===== src/rtl/pipe_ctrl_pkg.sv =====
// Shared definitions for the pipeline controller: bus widths, stall masks, FSM states.
package pipe_ctrl_pkg;

  localparam int unsigned REG_W   = 32;
  localparam int unsigned STALL_W = 6;

  localparam logic [REG_W-1:0] ZERO_WORD       = '0;
  localparam logic [REG_W-1:0] EXC_VEC_DEFAULT = 32'h0000_0020;

  // Stall masks: bit0=PC .. bit5=WB; WB never holds.
  localparam logic [STALL_W-1:0] STALL_NONE = 6'b000000;
  localparam logic [STALL_W-1:0] STALL_ID   = 6'b000111;
  localparam logic [STALL_W-1:0] STALL_EX   = 6'b001111;
  localparam logic [STALL_W-1:0] STALL_MEM  = 6'b011111;

  typedef enum logic [1:0] {
    ST_RUN   = 2'd0,
    ST_STALL = 2'd1,
    ST_FLUSH = 2'd2
  } state_e;

endpackage


===== src/rtl/pipe_ctrl_sat_cnt.sv =====
// Saturating up-counter with synchronous clear; holds at LIMIT.
module sat_cnt #(
  parameter int unsigned      WIDTH = 32,
  parameter logic [WIDTH-1:0] LIMIT = '1
) (
  input  logic             clk,
  input  logic             rst,
  input  logic             i_inc,
  input  logic             i_clr,
  output logic [WIDTH-1:0] o_cnt
);

  logic [WIDTH-1:0] r_cnt;

  always_ff @(posedge clk or negedge rst) begin
    if (!rst) begin
      r_cnt <= '0;
    end else if (i_clr) begin
      r_cnt <= '0;
    end else if (i_inc && (r_cnt != LIMIT)) begin
      r_cnt <= r_cnt + WIDTH'(1);
    end
  end

  assign o_cnt = r_cnt;

endmodule


===== src/rtl/pipe_ctrl.sv =====
// Pipeline hazard/exception controller: per-stage stall mask, one-cycle flush with
// PC redirect, and stall statistics with a sticky long-stall timeout.
module pipe_ctrl
  import pipe_ctrl_pkg::*;
#(
  parameter int unsigned      MAX_STALL = 255,
  parameter logic [REG_W-1:0] EXC_VEC   = EXC_VEC_DEFAULT
) (
  input  logic               clk,
  input  logic               rst,
  input  logic               stallreq_id,
  input  logic               stallreq_ex,
  input  logic               stallreq_mem,
  input  logic               excp_valid,
  input  logic               excp_eret,
  input  logic [REG_W-1:0]   cp0_epc,
  output logic [STALL_W-1:0] stall,
  output logic               flush,
  output logic [REG_W-1:0]   new_pc,
  output logic [31:0]        stall_cnt,
  output logic               stall_timeout
);

  localparam int unsigned RUN_W = $clog2(MAX_STALL + 1);

  state_e             r_state;
  state_e             w_next;
  logic               r_flush;
  logic [REG_W-1:0]   r_new_pc;
  logic [REG_W-1:0]   w_pc_next;
  logic [STALL_W-1:0] w_stall;
  logic               w_any_req;
  logic               w_stall_any;
  logic [RUN_W-1:0]   w_run_cnt;
  logic               r_timeout;

  assign w_any_req = stallreq_id | stallreq_ex | stallreq_mem;

  // Next state and combinational stall mask; exceptions and FLUSH suppress stalls.
  always_comb begin
    w_next    = r_state;
    w_stall   = STALL_NONE;
    w_pc_next = ZERO_WORD;
    if (excp_valid) begin
      w_next    = ST_FLUSH;
      w_pc_next = excp_eret ? cp0_epc : EXC_VEC;
    end else if (w_any_req) begin
      w_next = ST_STALL;
    end else begin
      w_next = ST_RUN;
    end
    if (rst && !excp_valid && (r_state != ST_FLUSH)) begin
      if (stallreq_mem)     w_stall = STALL_MEM;
      else if (stallreq_ex) w_stall = STALL_EX;
      else if (stallreq_id) w_stall = STALL_ID;
    end
  end

  always_ff @(posedge clk or negedge rst) begin
    if (!rst) begin
      r_state  <= ST_RUN;
      r_flush  <= 1'b0;
      r_new_pc <= ZERO_WORD;
    end else begin
      r_state  <= w_next;
      r_flush  <= (w_next == ST_FLUSH);
      r_new_pc <= w_pc_next;
    end
  end

  assign w_stall_any = |w_stall;

  sat_cnt #(
    .WIDTH (32),
    .LIMIT (32'hFFFF_FFFF)
  ) u_stall_cnt (
    .clk   (clk),
    .rst   (rst),
    .i_inc (w_stall_any),
    .i_clr (1'b0),
    .o_cnt (stall_cnt)
  );

  sat_cnt #(
    .WIDTH (RUN_W),
    .LIMIT (RUN_W'(MAX_STALL))
  ) u_run_cnt (
    .clk   (clk),
    .rst   (rst),
    .i_inc (w_stall_any),
    .i_clr (!w_stall_any),
    .o_cnt (w_run_cnt)
  );

  // Sets on the same edge the run counter reaches MAX_STALL.
  always_ff @(posedge clk or negedge rst) begin
    if (!rst) begin
      r_timeout <= 1'b0;
    end else if (w_stall_any && (w_run_cnt >= RUN_W'(MAX_STALL - 1))) begin
      r_timeout <= 1'b1;
    end
  end

  assign stall         = w_stall;
  assign flush         = r_flush;
  assign new_pc        = r_new_pc;
  assign stall_timeout = r_timeout;

endmodule


===== config.mk =====
export PLATFORM = sky130hd
export DESIGN_NAME = pipe_ctrl
export DESIGN_NICKNAME = d
export VERILOG_FILES = /design/src/rtl/pipe_ctrl_pkg.sv /design/src/rtl/pipe_ctrl_sat_cnt.sv /design/src/rtl/pipe_ctrl.sv
export SDC_FILE = /design/constraint.sdc
export NUM_CORES = 1
export LEC_CHECK = 0
export CORE_UTILIZATION = 30
export DETAILED_ROUTE_END_ITERATION = 7
export PLACE_DENSITY = 0.64
export SYNTH_ARGS = -nofsm -noshare
export SYNTH_HDL_FRONTEND = slang
export SYNTH_SLANG_ARGS = --single-unit

===== constraint.sdc =====
create_clock -name clk -period 2.18 [get_ports clk]
set_clock_uncertainty 0.1 [all_clocks]
set_input_delay 0.654 -clock clk [delete_from_list [all_inputs] [get_ports clk]]
set_output_delay 0.654 -clock clk [all_outputs]
set_load 0.02 [all_outputs]

==> summary.md <==
| Metric | Value |
|---|---|
| I/O Buffers | 109 |
| Crit path arrival time | 1.45 ns |
| Fmax | 454 MHz |
| Crit share post-route | 1.01 |
| Net Switching | 0.000847 W |
| Post-synthesis sequential element count | 76 |
| Avg Vias per Cell | 4.61 |
| Sinks on Clock Net | 76 |
| Met1 Usage GRT | 0.186 |
| Critical path origin | excp_valid |
| Sw frac | 0.271 |
| Die footprint | 0.0110 mm2 |
| # DRC | 0 |
| Util after Layout | 0.460 |
| Antenna Cells | 0 |
| Global-route wire length before repair | 12.6 mm |
| Critical path peak fanout | 4 |
| Share of layout cells above drive strength 1 | 0.140 |
| Remaining Overflow, GRT | 0 |
| Number of distinct library cells after synthesis | 37 |
| Gr busiest metal | met2 |
| Final HPWL DP | 5.60 mm |
| Netlist Area Pre-Place | 0.00318 mm2 |
| Slew HR | 0.664 |
| Hold Path Class | primary input to asynchronous set/reset pin |
| Dpl ws | -1.01 ns |
| Status | complete, but fails checks |
| Final ANT Viol Nets | 0 |
| Worst slew pin tran | 0.499 ns |
| Synth async-reset ratio | 1.00 |
| Flop pwr share | 0.503 |
| Post-synthesis sequential area ratio | 0.598 |
| PwrDens | 659 mW/mm2 |
| Post-CTS setup buffer count | 0 |
| Mapped Cells | 271 |
| Critical Path Sink Type | primary output |
| M2 GR Usage | 0.229 |
| Logic pwr share | 0.160 |
| Vias post-DR | 2473 |
| Initial DRC Count | 71 |
| Clk pwr share | 0.337 |
| Vias in the first global route | 2519 |
| Total power | 0.00313 W |
| CTS clk-pin slew, worst paths | 0.08 ns |
| Area grow syn2layout | 49.2% |
| Worst r2r src | r_state[1]$_DFF_PN0_ |
| Critical Path Start Type | primary input |
| P_int | 0.00228 W |
| Syn Nets | 313 |
| Initial antenna violation count | 0 |
| Ys flop type | dfrtp_1 |
| I/O pins | 111 |
| Syn avg cell area | 11.7 um2 |
| CTS Root Cell | clkbuf_8 |
| Worst-Skew Late Latency | 0.34 ns |
| Hold Fails Final Rpt | 0 |
| CTS Hold Bufs | 0 |
| Pre-antenna DRT Iters | 4 |
| Placed instance count | 522 |
| Post-synth EDFFs | 0 |
| Max-Cap Viols | 0 |
| Final slew viol count | 0 |
| Nets | 439 |
| Leak pwr | 2.43 nW |
| TritonCTS clock tree | done |
| Starting Density | 0.308 |
| Met3 GRT Util | 0.0580 |
| Die X | 105 um |
| Finished Layout Cells | 537 |
| Crit path required time | 1.43 ns |
| RSZ-0062 raised after global routing | yes |
| Clock Tree Buf Depth | 2 |
| VDD IR max | 0.000360 V |
| Crit path time final | 2.20 ns |
| Worst Setup Slack, final | -0.0224 ns |
| Failing checks | negative setup slack |
| H-tree levels | 3 |
| Tot GR Track Use | 0.147 |
| Routability Congestion | 0.747 |
| DIE HEIGHT | 105 um |
| FILL cells | 966 |
| Wire per inst | 14.1 um |
| Clock buffer count from CTS | 9 |
| FP Rows | 37 |
| Crit Path Class | primary input to primary output |
| Largest net degree at the start of global routing | 40 |
| Core ar. | 0.0103 mm2 |
| Setup violators final | 3 |
| Yosys Warn Count | 0 |
| Routed Wire Length | 7.55 mm |
==> critical path, cell delays in order <==
cell,delay [ns]
buf_6,0.09
nand2b_4,0.13
or3_4,0.37
inv_8,0.09
buf_6,0.12
==> logic make-up after synthesis <==
kind of cell | synth area share
other cells | 0.00118
buf+inv | 0.0244
simple gates | 0.225
fa+ha+maj | 0.0118
mux | 0.00708
compound gates | 0.0389
xor+xnor | 0.0936
flops | 0.598
==> placed cells by master (no fill, tap or decap), types with 2 or more instances in the layout <==
master,n
dfrtp_1,76
buf_6,4
dlymetal6s2s_1,14
nor3_1,3
nor4_1,2
dlygate4sd2_1,15
nand2_1,16
clkinv_2,3
inv_1,2
xnor2_1,27
buf_2,2
clkdlybuf4s50_1,70
nand4_1,15
clkbuf_8,10
nand3_1,20
and4_1,4
clkbuf_2,3
buf_4,19
mux2_2,2
nor2_1,16
ha_1,3
and3_1,40
xor2_1,7
o21ai_0,4
==> per-layer routing <==
layer	vias up	routed length [um]
li1	1200	-
met1	1186	3480
met2	77	3420
met3	10	553
met4	0	104
met5	-	0
==> repair_timing <==
item | CTS | global route
endpoints found under the setup margin | 52 | 18
gates resized for setup | 55 | 21
pin swaps | 1 | 1
==> flip-flops by register name, indices dropped and copies added, names as in the netlist <==
signal	flops
r_state	2
stall_timeout	1
new_pc	32
u_stall_cnt.o_cnt	32
u_run_cnt.o_cnt	8
flush	1
==> cell type report <==
cell class / instances / area (um2) / share of cell area
sequential: 76 / 1900 / 0.401
timing repair buffer: 128 / 1240 / 0.261
multi-input combinational: 179 / 1220 / 0.258
tap: 136 / 170 / 0.0359
clock buffer: 10 / 138 / 0.0290
clock inverter: 5 / 52.6 / 0.0111
inverter: 3 / 18.8 / 0.00395
==> power groups by stage <==
| stage | Combinational [W] | Sequential, W | Clock [W] |
|---|---|---|---|
| 2_1_floorplan | 0.000135 | 0.00168 | 0 |
| 3_3_place_gp | 0.000534 | 0.00160 | 0 |
| 3_5_place_dp | 0.000539 | 0.00160 | 0 |
| 4_1_cts | 0.000512 | 0.00158 | 0.00108 |
| 5_1_grt | 0.000549 | 0.00159 | 0.00113 |
| 6_report | 0.000501 | 0.00157 | 0.00105 |
==> worst paths after layout <==
kind                                                      to  slack (ns)  depth (start not counted)
min in group clk                   stall_timeout$_DFFE_PN0P_        0.39                          1
max in group asynchronous  u_stall_cnt.o_cnt[10]$_DFFE_PN0P_        0.74                          3
min                        u_stall_cnt.o_cnt[19]$_DFFE_PN0P_        0.33                          2
max reg2reg                u_stall_cnt.o_cnt[13]$_DFFE_PN0P_        0.11                          7
min reg2reg                        stall_timeout$_DFFE_PN0P_        0.39                          1
max                                                 stall[0]       -0.02                          5
==> metrics by stage <==
stage / hold slack (ns) / instance area (um2) / setup TNS (ns)
CTS: 0.343 / 4710 / -0.255
floorplan: 0.258 / 3210 / -0.0875
global placement: 0.370 / 4540 / -23.53
finish: 0.330 / 4750 / -0.0532
global route: 0.363 / 4750 / -0.182
detailed placement: 0.377 / 4540 / -24.06
==> cell usage after synthesis (2+ instances only) <==
| cell | count | area [um2] |
|---|---|---|
| and3_1 | 40 | 250 |
| and4_1 | 4 | 35.0 |
| buf_2 | 2 | 10.0 |
| buf_4 | 4 | 30.0 |
| clkbuf_1 | 7 | 26.3 |
| dfrtp_1 | 76 | 1900 |
| ha_1 | 3 | 37.5 |
| inv_1 | 3 | 11.3 |
| mux2_2 | 2 | 22.5 |
| nand2_1 | 16 | 60.1 |
| nand3_1 | 20 | 100 |
| nand4_1 | 15 | 93.8 |
| nor2_1 | 16 | 60.1 |
| nor3_1 | 4 | 20.0 |
| nor4_1 | 2 | 12.5 |
| o21ai_0 | 4 | 20.0 |
| xnor2_1 | 27 | 236 |
| xor2_1 | 7 | 61.3 |
(Power assumes the default switching activity.)
